==> src/rtl/mem_arbiter_pkg.sv <==
// Shared types and widths for the memory bus arbiter between instruction fetch and the MEM stage.
package mem_arbiter_pkg;

  localparam int REG_W  = 32;
  localparam int ADDR_W = 32;
  localparam int BE_W   = 4;

  typedef enum logic [1:0] {
    ARB_IDLE     = 2'd0,
    ARB_IF_BUSY  = 2'd1,
    ARB_MEM_BUSY = 2'd2
  } arb_state_e;

  // Watchdog counter width: 8 bits covers the usual timeouts, 16 bits the rest.
  function automatic int wd_width(input int unsigned timeout);
    return (timeout > 255) ? 16 : 8;
  endfunction

endpackage

==> src/rtl/mem_arbiter.sv <==
// Arbitrates the single-port memory bus between fetch and the MEM stage, one
// req/ack transaction at a time, with stall requests and an ack watchdog.
module mem_arbiter
  import mem_arbiter_pkg::*;
#(
  parameter int unsigned TIMEOUT = 255
) (
  input  logic              clk,
  input  logic              rst_n,
  input  logic              if_req,
  input  logic [ADDR_W-1:0] if_addr,
  input  logic              if_flush,
  output logic [REG_W-1:0]  if_rdata,
  output logic              if_done,
  output logic              if_stall_req,
  input  logic              mem_req,
  input  logic              mem_we,
  input  logic [BE_W-1:0]   mem_be,
  input  logic [ADDR_W-1:0] mem_addr,
  input  logic [REG_W-1:0]  mem_wdata,
  output logic [REG_W-1:0]  mem_rdata,
  output logic              mem_done,
  output logic              mem_stall_req,
  output logic              bus_req,
  output logic              bus_we,
  output logic [BE_W-1:0]   bus_be,
  output logic [ADDR_W-1:0] bus_addr,
  output logic [REG_W-1:0]  bus_wdata,
  input  logic              bus_ack,
  input  logic [REG_W-1:0]  bus_rdata,
  output logic              bus_err,
  output arb_state_e        dbg_state_o
);

  localparam int WD_W = wd_width(TIMEOUT);

  arb_state_e        state_q;
  logic              bus_req_q, bus_we_q, bus_err_q;
  logic [BE_W-1:0]   bus_be_q;
  logic [ADDR_W-1:0] bus_addr_q;
  logic [REG_W-1:0]  bus_wdata_q;
  logic              if_done_q, mem_done_q, cancel_q;
  logic [REG_W-1:0]  if_rdata_q, mem_rdata_q;

  logic mem_elig, if_elig, busy, wd_expire, if_drop;

  // A requester whose done is high is still showing the request it just finished.
  assign mem_elig = mem_req & ~mem_done_q;
  assign if_elig  = if_req & ~if_done_q;
  assign busy     = (state_q != ARB_IDLE);
  assign if_drop  = cancel_q | if_flush;

  generate
    if (TIMEOUT != 0) begin : g_wd
      logic [WD_W-1:0] wd_cnt_q, wd_cnt_d;
      // Busy cycle k sees count k; the grant cycle preloads 1.
      always_comb begin
        wd_cnt_d = (state_q == ARB_IDLE) ? WD_W'(1) : wd_cnt_q + WD_W'(1);
      end
      always_ff @(posedge clk or negedge rst_n) begin
        if (!rst_n) wd_cnt_q <= '0;
        else        wd_cnt_q <= wd_cnt_d;
      end
      assign wd_expire = busy && (wd_cnt_q == WD_W'(TIMEOUT));
    end else begin : g_no_wd
      assign wd_expire = 1'b0;
    end
  endgenerate

  always_ff @(posedge clk or negedge rst_n) begin
    if (!rst_n) begin
      state_q     <= ARB_IDLE;
      bus_req_q   <= 1'b0;
      bus_we_q    <= 1'b0;
      bus_be_q    <= '0;
      bus_addr_q  <= '0;
      bus_wdata_q <= '0;
      bus_err_q   <= 1'b0;
      if_done_q   <= 1'b0;
      mem_done_q  <= 1'b0;
      cancel_q    <= 1'b0;
      if_rdata_q  <= '0;
      mem_rdata_q <= '0;
    end else begin
      if_done_q  <= 1'b0;
      mem_done_q <= 1'b0;
      case (state_q)
        ARB_IDLE: begin
          cancel_q <= 1'b0;
          if (mem_elig) begin
            state_q     <= ARB_MEM_BUSY;
            bus_req_q   <= 1'b1;
            bus_we_q    <= mem_we;
            bus_be_q    <= mem_be;
            bus_addr_q  <= mem_addr;
            bus_wdata_q <= mem_wdata;
          end else if (if_elig) begin
            state_q     <= ARB_IF_BUSY;
            bus_req_q   <= 1'b1;
            bus_we_q    <= 1'b0;
            bus_be_q    <= 4'hF;
            bus_addr_q  <= if_addr;
            bus_wdata_q <= '0;
          end
        end
        ARB_IF_BUSY: begin
          if (bus_ack || wd_expire) begin
            state_q   <= ARB_IDLE;
            bus_req_q <= 1'b0;
            cancel_q  <= 1'b0;
            if (!bus_ack) bus_err_q <= 1'b1;
            // A flushed fetch still finishes on the bus but is invisible to the pipeline.
            if (!if_drop) begin
              if_done_q  <= 1'b1;
              if_rdata_q <= bus_ack ? bus_rdata : '0;
            end
          end else if (if_flush) begin
            cancel_q <= 1'b1;
          end
        end
        ARB_MEM_BUSY: begin
          if (bus_ack || wd_expire) begin
            state_q     <= ARB_IDLE;
            bus_req_q   <= 1'b0;
            mem_done_q  <= 1'b1;
            mem_rdata_q <= bus_ack ? bus_rdata : '0;
            if (!bus_ack) bus_err_q <= 1'b1;
          end
        end
        default: begin
          state_q   <= ARB_IDLE;
          bus_req_q <= 1'b0;
        end
      endcase
    end
  end

  assign if_rdata      = if_rdata_q;
  assign if_done       = if_done_q;
  assign if_stall_req  = if_req & ~if_done_q;
  assign mem_rdata     = mem_rdata_q;
  assign mem_done      = mem_done_q;
  assign mem_stall_req = mem_req & ~mem_done_q;
  assign bus_req       = bus_req_q;
  assign bus_we        = bus_we_q;
  assign bus_be        = bus_be_q;
  assign bus_addr      = bus_addr_q;
  assign bus_wdata     = bus_wdata_q;
  assign bus_err       = bus_err_q;
  assign dbg_state_o   = state_q;

endmodule

==> config.mk <==
export PLATFORM = sky130hd
export DESIGN_NAME = mem_arbiter
export DESIGN_NICKNAME = d
export VERILOG_FILES = /design/src/rtl/mem_arbiter_pkg.sv /design/src/rtl/mem_arbiter.sv
export SDC_FILE = /design/constraint.sdc
export NUM_CORES = 1
export LEC_CHECK = 0
export ABC_AREA = 1
export BUFFER_PORTS_ARGS = -buffer_cell sky130_fd_sc_hd__buf_4
export CAP_MARGIN = 20
export CORE_MARGIN = 2
export CORE_UTILIZATION = 32
export CTS_BUF_LIST = sky130_fd_sc_hd__clkbuf_4 sky130_fd_sc_hd__clkbuf_8 sky130_fd_sc_hd__clkbuf_16
export DETAILED_ROUTE_END_ITERATION = 12
export MAX_ROUTING_LAYER = met4
export SLEW_MARGIN = 20
export SYNTH_ARGS = -nofsm -noshare
export SYNTH_HDL_FRONTEND = slang
export SYNTH_SLANG_ARGS = --single-unit
export TNS_END_PERCENT = 100
==> constraint.sdc <==
create_clock -name clk -period 5 [get_ports clk]
set_clock_uncertainty 0.1 [all_clocks]
set_input_delay 1 -clock clk [delete_from_list [all_inputs] [get_ports clk]]
set_output_delay 1 -clock clk [all_outputs]
set_load 0.1 [all_outputs]
==> results_dict.tcl <==
set metrics [dict create \
    cp.required_ns 3.90 \
    vias 5397 \
    dieWidth_um 142 \
    timing.rr.start "mem_done$_DFF_PN0_" \
    drc 0 \
    cts_hold_buf 0 \
    dieArea_um2 20100 \
    cts.repair.resized 0 \
    synth_edf_count 0 \
    via_per_inst 4.78 \
    finalCriticalPeriod_ns 3.49 \
    drt_iter0_markers 291 \
    synth_seq_area_share_pct 61.1 \
    gp_congestion 0.837 \
    synth_top_area_cell "dfrtp_1" \
    synth.most_common_cell "nand2_1" \
    cpPeakStageDelay_ns 0.41 \
    finalCritPeriodShare_pct 69.8 \
    final-max-slew-violation-count 0 \
    cp_top_family "buffers and inverters" \
    crit_cells 5 \
    num_rows 50 \
    hp-class "reg -> reg" \
    synth_top_area_share_pct 61.1 \
    criticalPathCategory "in -> out" \
    max_freq_mhz 287 \
    crit_arrival_ns 2.39 \
    tns_ns 0 \
    tightest_slew_ns 1.03 \
    cts_buffers 17 \
    area_delta_synth_final_pct 47.0 \
    crit_path_cell_trace "buf_4, nand2_2, inv_1, buf_4, buf_4" \
    core-area_um2 18600 \
    clk_latency_ns 0.42 \
    status "complete, no violations" \
    hpwlAfterDp_um 12900 \
    slowest_stage "nand2_2" \
    die_y_um 142 \
    maxCapViolations 0 \
    port_buffers 279 \
    cp-end-kind "output pin" \
    worstSetupEndpoint "mem_stall_req" \
    synthTopCellsByCount "nand2_1 (177), dfrtp_1 (148), nor2_1 (72)" \
    ant_nets 0 \
    crit_top_cell "buf_4" \
    start_util_pct 32.5 \
    ys_async_sr_fraction_pct 100 \
    wirelength_um 18900 \
    synthTopCellsByArea "dfrtp_1 (61%), nand2_1 (11%), a22o_1 (4.8%), nor2_1 (4.5%), o31ai_1 (4.0%)" \
    ys_warn_count 0 \
    syn-num-nets 763 \
    syn_inst 620 \
    relSlewSlack_pct 31.2 \
    timing.rr.end "bus_be[1]$_DFFE_PN0P_" \
    drtPass1Iterations 4 \
    synth_seq_cells 148 \
    tritoncts "yes" \
    gr-usage-all-layers_pct 19.1 \
    synth-main-ff-cell "dfrtp_1" \
    num-fill-cells 1814 \
    clkSinkCount 148 \
    cp_num_buf_inv 4 \
    path_max_fanout 36 \
    finalNetCount 1025 \
    post_cts_buffers 0 \
    cp-start-kind "primary input" \
    clk_pin_slew_ns 0.06 \
    yosysUniqueCellTypes 26 \
    antennaDiodeCount 0 \
    hold_viol 0 \
    grt_antenna_before_repair 0 \
    setup_viol 0 \
    startpoint "mem_req" \
    grt_max_degree 99 \
    root_buffer "clkbuf_16" \
    grt_pass1_vias 5285 \
    synth_area_um2 6060 \
    wire_per_inst_um 16.7 \
    final_layout_size_suffix_gt1_share_pct 37.2 \
    r2r_cells 6 \
    htreeDepth 4 \
    r2r_setup_slack_ns 2.48 \
    grt_overflow 0 \
    io_pins 280 \
    clockBufferDepth 2 \
    grt_pass1_wl_um 28900 \
    syn_avg_cell_area_um2 9.78 \
    rsz0062_at_grt "no" \
]
metal layers:
layer	share of wire [%]	GRT usage (%)
met1	43	24.3
met2	47	29.6
met3	8.3	6.38
met4	1.7	4.79
met5	0	-
worst min path at each step:
stage	cells past startpoint	startpoint	end
after global placement	1	g_wd.wd_cnt_q[6]$_DFF_PN0_	g_wd.wd_cnt_q[6]$_DFF_PN0_
after global routing	1	g_wd.wd_cnt_q[6]$_DFF_PN0_	g_wd.wd_cnt_q[6]$_DFF_PN0_
after CTS	1	g_wd.wd_cnt_q[6]$_DFF_PN0_	g_wd.wd_cnt_q[6]$_DFF_PN0_
final	1	g_wd.wd_cnt_q[6]$_DFF_PN0_	g_wd.wd_cnt_q[6]$_DFF_PN0_
after detailed placement	1	g_wd.wd_cnt_q[6]$_DFF_PN0_	g_wd.wd_cnt_q[6]$_DFF_PN0_
after floorplan	1	g_wd.wd_cnt_q[6]$_DFF_PN0_	g_wd.wd_cnt_q[6]$_DFF_PN0_
placed cells by master, fill, tap and decap left out, drive strengths merged:
master	netlist	final
o21ai	4	4
clkinvlp	0	1
nand4	32	32
o22a	4	4
inv	15	22
o31ai	32	32
a21oi	6	6
dfrtp	148	148
buf	22	286
ha	4	4
nor2	76	76
clkbuf	21	17
bufinv	0	2
xor2	1	1
nand2	182	182
o21bai	1	1
or2	2	2
clkinv	0	5
nand3	37	37
a22o	33	33
state kept, by name (all words and copies together) (netlist names):
name	flops
bus_addr	32
bus_wdata	32
if_rdata	32
mem_rdata	32
g_wd.wd_cnt_q	8
bus_be	4
dbg_state_o	2
bus_err	1
bus_req	1
bus_we	1
cancel_q	1
if_done	1
mem_done	1
cell type report:
type / count / area, µm² / share of cell area [%]
sequential: 148 / 3700 / 41.5
timing repair buffer: 286 / 2150 / 24.1
multi-input combinational: 414 / 2100 / 23.5
clock buffer: 17 / 425 / 4.77
tap: 234 / 293 / 3.28
clock inverter: 15 / 190 / 2.13
inverter: 15 / 56.3 / 0.632
logic make-up after synthesis:
logic type / after synthesis / share of synthesized area [%]
AND/OR/NAND/NOR: 329 / 23.2
flip-flops: 148 / 61.1
AO/OA/AOI/OAI: 80 / 10.3
buffers and inverters: 58 / 4.46
adder cells (fa/ha/maj): 4 / 0.825
XOR/XNOR: 1 / 0.144
metrics by stage:
stage	setup slack (ns)	cell area (µm²)	utilization [%]	cells	hold slack, ns
after floorplan	1.60	6060	-	620	0.333
after global placement	1.47	8300	44.5	1097	0.345
after detailed placement	1.49	8300	44.5	1097	0.357
after CTS	1.49	8910	47.8	1129	0.368
after global routing	1.37	8910	47.8	1129	0.387
final	1.51	8910	47.8	1129	0.368
Power is left out: the tool's default activity adds up to more than one toggle a clock period on the data nets, which glitch-free logic cannot reach.
